**src/rtl/inst_encoder_pkg.sv**
```systemverilog
// inst_encoder_pkg
// Shared types and constants for the RV32I instruction encoder.
//   encoding_type    : R/I/S/B/U/J format select
//   instruction_type : one 32-bit RV32I instruction word
//   state_type       : encoder sequencing states
//   OPC_LUI / OPC_OP_IMM : opcodes used by the LI expansion
//   is_sext()        : true when a word is the sign extension of bit msb
package inst_encoder_pkg;

    typedef enum logic [2:0] {
        ENC_R = 3'd0,
        ENC_I = 3'd1,
        ENC_S = 3'd2,
        ENC_B = 3'd3,
        ENC_U = 3'd4,
        ENC_J = 3'd5
    } encoding_type;

    typedef logic [31:0] instruction_type;

    typedef enum logic {
        ST_IDLE  = 1'b0,
        ST_EMIT2 = 1'b1
    } state_type;

    localparam logic [6:0] OPC_LUI    = 7'h37;
    localparam logic [6:0] OPC_OP_IMM = 7'h13;

    // Every bit from msb upward must equal bit msb, i.e. the masked
    // region is either all zeros or all ones.
    function automatic logic is_sext(input logic [31:0] value, input int unsigned msb);
        logic [31:0] mask;
        mask = 32'hFFFF_FFFF << msb;
        return ((value & mask) == 32'h0) || ((value & mask) == mask);
    endfunction

endpackage

```
**src/rtl/inst_encoder_if.sv**
```systemverilog
// inst_encoder_if
// Request and output handshake bundle for inst_encoder.
//   req_*  : request side (valid/ready, format, LI flag, fields, immediate)
//   out_*  : registered output side (valid/ready, word, last, err)
// Modports: master = request producer / word consumer, slave = encoder.
interface inst_encoder_if;
    import inst_encoder_pkg::*;

    logic            req_valid;
    logic            req_ready;
    encoding_type    req_encoding;
    logic            req_li;
    logic [6:0]      req_opcode;
    logic [2:0]      req_funct3;
    logic [6:0]      req_funct7;
    logic [4:0]      req_rd;
    logic [4:0]      req_rs1;
    logic [4:0]      req_rs2;
    logic [31:0]     req_imm;

    logic            out_valid;
    logic            out_ready;
    instruction_type out_instruction;
    logic            out_last;
    logic            out_err;

    modport master (
        output req_valid, req_encoding, req_li, req_opcode, req_funct3,
               req_funct7, req_rd, req_rs1, req_rs2, req_imm, out_ready,
        input  req_ready, out_valid, out_instruction, out_last, out_err
    );

    modport slave (
        input  req_valid, req_encoding, req_li, req_opcode, req_funct3,
               req_funct7, req_rd, req_rs1, req_rs2, req_imm, out_ready,
        output req_ready, out_valid, out_instruction, out_last, out_err
    );

endinterface

```
**src/rtl/inst_encoder_pack.sv**
```systemverilog
// inst_pack
// Purely combinational packer: scatters operand fields and a 32-bit
// immediate into an RV32I word for the selected format. Immediate bits
// that the format cannot carry are dropped.
//   encoding         in  format select
//   opcode/funct3/funct7/rd/rs1/rs2  in  instruction fields
//   imm              in  immediate (byte offset for B/J)
//   word             out packed instruction
module inst_pack
    import inst_encoder_pkg::*;
(
    input  encoding_type    encoding,
    input  logic [6:0]      opcode,
    input  logic [2:0]      funct3,
    input  logic [6:0]      funct7,
    input  logic [4:0]      rd,
    input  logic [4:0]      rs1,
    input  logic [4:0]      rs2,
    input  logic [31:0]     imm,
    output instruction_type word
);

    // B and J scramble the immediate so that the sign bit always sits in
    // bit 31 of the instruction.
    always_comb begin
        word = '0;
        case (encoding)
            ENC_R: word = {funct7, rs2, rs1, funct3, rd, opcode};
            ENC_I: word = {imm[11:0], rs1, funct3, rd, opcode};
            ENC_S: word = {imm[11:5], rs2, rs1, funct3, imm[4:0], opcode};
            ENC_B: word = {imm[12], imm[10:5], rs2, rs1, funct3, imm[4:1], imm[11], opcode};
            ENC_U: word = {imm[31:12], rd, opcode};
            ENC_J: word = {imm[20], imm[10:1], imm[11], imm[19:12], rd, opcode};
            default: word = '0;
        endcase
    end

endmodule

```
**src/rtl/inst_encoder.sv**
```systemverilog
// inst_encoder
// Packs request fields into RV32I words and expands the LI pseudo
// instruction into ADDI or LUI[/ADDI]. Words leave through a registered
// valid/ready port; a two-word LI holds off new requests until its
// second word has been loaded.
//   clk      in  system clock
//   reset_n  in  asynchronous active-low reset
//   bus      slave modport of inst_encoder_if (request + output handshake)
// Optional build macro: IMM_RANGE_CHECK_EN enables out_err, flagging
// immediates the selected format cannot represent.
module inst_encoder
    import inst_encoder_pkg::*;
(
    input  logic          clk,
    input  logic          reset_n,
    inst_encoder_if.slave bus
);

    state_type       state;
    state_type       next_state;
    logic            req_ready;
    logic            accept;
    logic            out_fire;

    logic            out_valid_q;
    logic            out_last_q;
    logic            out_err_q;
    instruction_type out_instruction_q;
    instruction_type second_word_q;

    logic            imm_fits12;
    logic [19:0]     li_hi;
    logic            two_word;

    encoding_type    first_enc;
    logic [6:0]      first_opcode;
    logic [2:0]      first_funct3;
    logic [6:0]      first_funct7;
    logic [4:0]      first_rs1;
    logic [4:0]      first_rs2;
    logic [31:0]     first_imm;
    instruction_type first_word;
    instruction_type second_word;
    logic            first_last;
    logic            first_err;

    assign req_ready = (state == ST_IDLE) && (!out_valid_q || bus.out_ready);
    assign accept    = bus.req_valid && req_ready;
    assign out_fire  = out_valid_q && bus.out_ready;

    // The +0x800 rounding compensates for ADDI sign-extending its 12-bit
    // immediate; adding bit 11 to the upper 20 bits is the same thing.
    assign imm_fits12 = is_sext(bus.req_imm, 11);
    assign li_hi      = bus.req_imm[31:12] + {19'd0, bus.req_imm[11]};
    assign two_word   = bus.req_li && !imm_fits12 && (bus.req_imm[11:0] != 12'd0);
    assign first_last = !two_word;

    // LI overrides the caller's format and fields: either ADDI rd,x0,imm
    // when the value fits in 12 bits, or LUI rd,hi otherwise.
    always_comb begin
        first_enc    = bus.req_encoding;
        first_opcode = bus.req_opcode;
        first_funct3 = bus.req_funct3;
        first_funct7 = bus.req_funct7;
        first_rs1    = bus.req_rs1;
        first_rs2    = bus.req_rs2;
        first_imm    = bus.req_imm;
        if (bus.req_li) begin
            first_funct3 = 3'd0;
            first_funct7 = 7'd0;
            first_rs1    = 5'd0;
            first_rs2    = 5'd0;
            if (imm_fits12) begin
                first_enc    = ENC_I;
                first_opcode = OPC_OP_IMM;
            end else begin
                first_enc    = ENC_U;
                first_opcode = OPC_LUI;
                first_imm    = {li_hi, 12'd0};
            end
        end
    end

    inst_pack u_first_pack (
        .encoding (first_enc),
        .opcode   (first_opcode),
        .funct3   (first_funct3),
        .funct7   (first_funct7),
        .rd       (bus.req_rd),
        .rs1      (first_rs1),
        .rs2      (first_rs2),
        .imm      (first_imm),
        .word     (first_word)
    );

    // Second LI word is always ADDI rd,rd,imm[11:0]; it is only latched
    // when the request actually needs it.
    inst_pack u_second_pack (
        .encoding (ENC_I),
        .opcode   (OPC_OP_IMM),
        .funct3   (3'd0),
        .funct7   (7'd0),
        .rd       (bus.req_rd),
        .rs1      (bus.req_rd),
        .rs2      (5'd0),
        .imm      (bus.req_imm),
        .word     (second_word)
    );

`ifdef IMM_RANGE_CHECK_EN
    // Flag immediates the format would silently truncate; the word is
    // still emitted. R and LI requests are never flagged.
    always_comb begin
        first_err = 1'b0;
        if (!bus.req_li) begin
            case (bus.req_encoding)
                ENC_I, ENC_S: first_err = !is_sext(bus.req_imm, 11);
                ENC_B:        first_err = !is_sext(bus.req_imm, 12) || bus.req_imm[0];
                ENC_J:        first_err = !is_sext(bus.req_imm, 20) || bus.req_imm[0];
                ENC_U:        first_err = (bus.req_imm[11:0] != 12'd0);
                default:      first_err = 1'b0;
            endcase
        end
    end
`else
    assign first_err = 1'b0;
`endif

    // State register.
    always_ff @(posedge clk or negedge reset_n) begin
        if (!reset_n) begin
            state <= ST_IDLE;
        end else begin
            state <= next_state;
        end
    end

    // EMIT2 is left as soon as the first LI word is taken, since the
    // second word moves into the output register on that same edge.
    always_comb begin
        next_state = state;
        case (state)
            ST_IDLE:  if (accept && two_word) next_state = ST_EMIT2;
            ST_EMIT2: if (out_fire)           next_state = ST_IDLE;
            default:  next_state = ST_IDLE;
        endcase
    end

    // Output register: a new request may replace a word in the same cycle
    // it transfers, which gives one word per cycle for single-word traffic.
    always_ff @(posedge clk or negedge reset_n) begin
        if (!reset_n) begin
            out_valid_q       <= 1'b0;
            out_instruction_q <= '0;
            out_last_q        <= 1'b0;
            out_err_q         <= 1'b0;
            second_word_q     <= '0;
        end else if (accept) begin
            out_valid_q       <= 1'b1;
            out_instruction_q <= first_word;
            out_last_q        <= first_last;
            out_err_q         <= first_err;
            if (two_word) begin
                second_word_q <= second_word;
            end
        end else if (out_fire) begin
            if (state == ST_EMIT2) begin
                out_instruction_q <= second_word_q;
                out_last_q        <= 1'b1;
                out_err_q         <= 1'b0;
            end else begin
                out_valid_q <= 1'b0;
            end
        end
    end

    assign bus.req_ready       = req_ready;
    assign bus.out_valid       = out_valid_q;
    assign bus.out_instruction = out_instruction_q;
    assign bus.out_last        = out_last_q;
    assign bus.out_err         = out_err_q;

endmodule

```
**src/flat_wrapper.sv**
```systemverilog
// flat-port wrapper written by rule: the top's interface ports become plain ports
module inst_encoder_flat import inst_encoder_pkg::*;
  (clk, reset_n, bus_req_valid, bus_req_encoding, bus_req_li, bus_req_opcode, bus_req_funct3, bus_req_funct7, bus_req_rd, bus_req_rs1, bus_req_rs2, bus_req_imm, bus_out_ready, bus_req_ready, bus_out_valid, bus_out_instruction, bus_out_last, bus_out_err);
  inst_encoder_if bus_i ();
  input  logic clk;
  input  logic reset_n;
  input wire logic [$bits(bus_i.req_valid)-1:0] bus_req_valid;
  input wire logic [$bits(bus_i.req_encoding)-1:0] bus_req_encoding;
  input wire logic [$bits(bus_i.req_li)-1:0] bus_req_li;
  input wire logic [$bits(bus_i.req_opcode)-1:0] bus_req_opcode;
  input wire logic [$bits(bus_i.req_funct3)-1:0] bus_req_funct3;
  input wire logic [$bits(bus_i.req_funct7)-1:0] bus_req_funct7;
  input wire logic [$bits(bus_i.req_rd)-1:0] bus_req_rd;
  input wire logic [$bits(bus_i.req_rs1)-1:0] bus_req_rs1;
  input wire logic [$bits(bus_i.req_rs2)-1:0] bus_req_rs2;
  input wire logic [$bits(bus_i.req_imm)-1:0] bus_req_imm;
  input wire logic [$bits(bus_i.out_ready)-1:0] bus_out_ready;
  output wire logic [$bits(bus_i.req_ready)-1:0] bus_req_ready;
  output wire logic [$bits(bus_i.out_valid)-1:0] bus_out_valid;
  output wire logic [$bits(bus_i.out_instruction)-1:0] bus_out_instruction;
  output wire logic [$bits(bus_i.out_last)-1:0] bus_out_last;
  output wire logic [$bits(bus_i.out_err)-1:0] bus_out_err;
  assign bus_i.req_valid = bus_req_valid;
  assign bus_i.req_encoding = bus_req_encoding;
  assign bus_i.req_li = bus_req_li;
  assign bus_i.req_opcode = bus_req_opcode;
  assign bus_i.req_funct3 = bus_req_funct3;
  assign bus_i.req_funct7 = bus_req_funct7;
  assign bus_i.req_rd = bus_req_rd;
  assign bus_i.req_rs1 = bus_req_rs1;
  assign bus_i.req_rs2 = bus_req_rs2;
  assign bus_i.req_imm = bus_req_imm;
  assign bus_i.out_ready = bus_out_ready;
  assign bus_req_ready = bus_i.req_ready;
  assign bus_out_valid = bus_i.out_valid;
  assign bus_out_instruction = bus_i.out_instruction;
  assign bus_out_last = bus_i.out_last;
  assign bus_out_err = bus_i.out_err;
  inst_encoder u_core (.clk(clk), .reset_n(reset_n), .bus(bus_i));
endmodule
```
**config.mk**
```make
export PLATFORM = sky130hd
export DESIGN_NAME = inst_encoder_flat
export DESIGN_NICKNAME = d
export VERILOG_FILES = /design/src/rtl/inst_encoder_pkg.sv /design/src/rtl/inst_encoder_if.sv /design/src/rtl/inst_encoder_pack.sv /design/src/rtl/inst_encoder.sv /design/src/flat_wrapper.sv
export SDC_FILE = /design/constraint.sdc
export NUM_CORES = 1
export LEC_CHECK = 0
export ABC_AREA = 0
export CAP_MARGIN = 20
export CORE_ASPECT_RATIO = 1.5
export CORE_MARGIN = 2
export CORE_UTILIZATION = 53
export CTS_BUF_LIST = sky130_fd_sc_hd__clkbuf_2
export CTS_CLUSTER_SIZE = 25
export DETAILED_ROUTE_END_ITERATION = 8
export PLACE_DENSITY_LB_ADDON = 0.1
export SLEW_MARGIN = 15
export SYNTH_ARGS = -nofsm -noshare
export SYNTH_HDL_FRONTEND = slang
export SYNTH_SLANG_ARGS = --single-unit
```
**constraint.sdc**
```tcl
create_clock -name clk -period 4.14 [get_ports clk]
set_clock_uncertainty 0.1 [all_clocks]
set_input_delay 0.828 -clock clk [delete_from_list [all_inputs] [get_ports clk]]
set_output_delay 0.828 -clock clk [all_outputs]
set_load 0.05 [all_outputs]
```
==> impl_metrics.csv <==
group,metric,value,unit
synth,ys_ff_latch,53,
clock_tree,insertion_delay,0.50,ns
global_route,grt_pass1_vias,3639,
drt,drc,0,
drt,vias_per_cell,6.41,
pwr,p_seq_frac,0.315,
placed_design,numPortBuffers,106,
sta,tns,0,ns
placed_design,hpwl,9170,um
synth,synth.area.top_cells,"dfrtp_1 (37%), mux2_4 (7.2%), o21ai_0 (4.6%), a21oi_1 (3.8%), xnor2_1 (3.4%)",
die,start_util,0.549,
critical_path,endpoint_kind,"primary output",
pwr,p_switching,0.00147,W
critical_path,path_class,"primary input to primary output",
drt,vias,3691,
cells_and_area,seq_area,0.00133,mm^2
global_route,grt_start_max_net_pins,34,
die,num_rows,36,
sta,final-hold-violation-count,0,
clock_tree,clk_pin_slew,0.30,ns
die,dieArea,0.00741,mm^2
pwr,combPwrFrac,0.605,
die,dieWidth,71.0,um
synth,synth_ff_type,"dfrtp_1",
pwr,ir_drop,0.000548,V
die,die_h,104,um
pwr,intPower,0.00151,W
critical_path,crit_family,"buffers and inverters",
outcome,status,"complete, no violations",
drt,drtPass1Iterations,5,
sta,slew_headroom,0.405,
hold_path,min_path_type,"primary input to async pin",
critical_path,cp_max_fo,7,
pwr,swShare,0.494,
clock_tree,cts_setup_buffers,0,
cells_and_area,drive_above_1_share,0.108,
clock_tree,max-clock-path-buffers,2,
placed_design,dpl_cell_area,0.00472,mm^2
global_route,antenna_found_initial,0,
cells_and_area,multi_input_area,0.00207,mm^2
pwr,powerDensity,626,mW/mm^2
drt,wire_per_inst,21.2,um
global_route,grt_overflow,0,
clock_tree,cts_tree,"built",
drt,postRouteAntennaNets,0,
cells_and_area,nets,574,
clock_tree,clkSinkCount,53,
sta,min_period_over_period,0.815,
sta,final_max_slew_viol_count,0,
clock_tree,ctsResizeCount,0,
placed_design,gp_congestion,1.01,
synth,synth-edff-count,0,
critical_path,slowest_stage,"clkdlybuf4s50_1",
global_route,track_usage,0.333,
global_route,grt_pass1_wl,19200,um
critical_path,cp.required,3.21,ns
sta,worst_slew_pin_slew,0.891,ns
drt,wirelength,12200,um
sta,final.setup.worst_slack,0.766,ns
clock_tree,h-tree-depth,2,
synth,syn_nets,471,
synth,synth_area_per_cell,9.00,um^2
critical_path,path_cells,"clkdlybuf4s50_1 -> nor2b_1 -> nor2_1 -> clkdlybuf4s50_1",
die,core,0.00649,mm^2
cells_and_area,fin_area,0.00477,mm^2
synth,ys_warn_count,0,
synth,async_flop_share,1.00,
flow_run,drv_cap,0,
cells_and_area,syn2layout_area_growth,33.9,%
pwr,p_leak,1.91,nW
sta,rsz0062_at_grt,"false",
cells_and_area,antenna_cells,0,
critical_path,cp_common_cell,"clkdlybuf4s50_1",
drt,dr.first_iter.drc_count,383,
critical_path,max_stage_delay,0.81,ns
synth,ys_types,57,
synth,synth_area_leader_cell,"dfrtp_1",
synth,yosysTopAreaCellShare,0.372,
critical_path,crit_buf_inv,2,
critical_path,critPathLaunchType,"primary input",
sta,finalSetupViolations,0,
cells_and_area,num-fill-cells,525,
sta,holdWs,0.158,ns
clock_tree,ctsHoldBuffers,0,
placed_design,pre_cts_ws,0.350,ns
sta,period_needed,3.37,ns
clock_tree,clockRootBuffer,"clkbuf_2",
synth,synth.yosys.seq_area_share,0.372,
synth,syn-cell-area,0.00356,mm^2
synth,synth_cells,396,
clock_tree,numCtsBuffers,5,
critical_path,cp.arrival,2.45,ns
sta,max_freq,0.296,GHz
pwr,clkPwrFrac,0.079,
die,ioPinCount,108,
placed cells by master (no fill, tap or decap), types with 4 or more instances in the layout:
master           count
a21oi_1             27
a221oi_1             9
a22o_1               4
a22oi_1              6
and3_1              11
buf_4               15
clkbuf_2             5
clkdlybuf4s50_1    105
dfrtp_1             53
inv_1               11
mux2_4              17
mux2i_1              8
nand2_1             32
nand2b_1             6
nand3_1             14
nand3b_1             5
nand4_1              5
nor2_1              27
nor2b_1              9
nor3_1               5
nor3b_1              9
nor4_1               9
o211ai_1             4
o21ai_0             33
o22ai_1              4
xnor2_1             14
Yosys cell counts, types with 5 or more instances:
library cell	n
a21oi_1	27
a221oi_1	9
a22oi_1	6
and3_1	11
clkbuf_1	20
dfrtp_1	53
inv_1	11
mux2_4	17
mux2i_1	8
nand2_1	32
nand2b_1	6
nand3_1	14
nand3b_1	5
nand4_1	5
nor2_1	27
nor2b_1	9
nor3_1	5
nor3b_1	9
nor4_1	9
o21ai_0	33
xnor2_1	14
per-stage QoR:
step	utilization	instances	power [W]
floorplan	-	396	0.00210
global placement	0.728	568	0.00269
detailed placement	0.728	568	0.00274
CTS	0.736	576	0.00297
global route	0.736	576	0.00312
finish	0.736	576	0.00298
area by class of cell:
class	instances	share of cell area
well taps	76	0.0199
inverters	11	0.00865
multi-input cells	306	0.434
clock inverters	3	0.00525
clock buffers	5	0.00525
repair buffers	122	0.249
flip-flops and latches	53	0.278
final timing paths:
path	from	endpoint	slack, ns	depth (start not counted)
hold / removal	reset_n	u_core.second_word_q[16]$_DFFE_PN0P_	0.16	1
min in group clk	u_core.bus.out_instruction[8]$_DFFE_PN0P_	u_core.bus.out_instruction[8]$_DFFE_PN0P_	0.42	2
hold reg to reg	u_core.bus.out_instruction[8]$_DFFE_PN0P_	u_core.bus.out_instruction[8]$_DFFE_PN0P_	0.42	2
setup reg to reg	u_core.state$_DFF_PN0_	u_core.bus.out_instruction[20]$_DFFE_PN0P_	1.47	7
max in group asynchronous	reset_n	u_core.bus.out_instruction[29]$_DFFE_PN0P_	2.98	2
setup / recovery	bus_out_ready	bus_req_ready	0.77	4
power groups by stage:
stage / Clock (W) / Combinational, W / Sequential (W)
global placement: 0 / 0.00176 / 0.000929
CTS: 0.000234 / 0.00180 / 0.000933
detailed placement: 0 / 0.00180 / 0.000941
finish: 0.000237 / 0.00181 / 0.000941
floorplan: 0 / 0.000665 / 0.00143
global route: 0.000250 / 0.00191 / 0.000962
state kept, by name, summed over array words and instances, names as in the netlist:
register and count:
u_core.bus.out_valid 1, u_core.bus.out_instruction 32, u_core.state 1, u_core.second_word_q 18, u_core.bus.out_last 1
layer usage:
metal	GRT usage	vias to the layer above	part of all wire
li1	-	1669	-
met1	0.436	1761	0.39
met2	0.544	226	0.49
met3	0.0446	35	0.078
met4	0.147	0	0.038
met5	0	-	0
logic make-up (layout without fill, tap and decap cells):
| group | count (synthesis) | after routing | share of synthesized area |
|---|---|---|---|
| fa+ha+maj | 3 | 3 | 0.0105 |
| xor+xnor | 17 | 17 | 0.0418 |
| buf+inv | 37 | 141 | 0.0488 |
| simple gates | 146 | 146 | 0.220 |
| mux | 28 | 28 | 0.104 |
| flops | 53 | 53 | 0.372 |
| other cells | 1 | 1 | 0.00105 |
| compound gates | 111 | 111 | 0.202 |
Note: power is estimated with default switching activity, not from simulation.
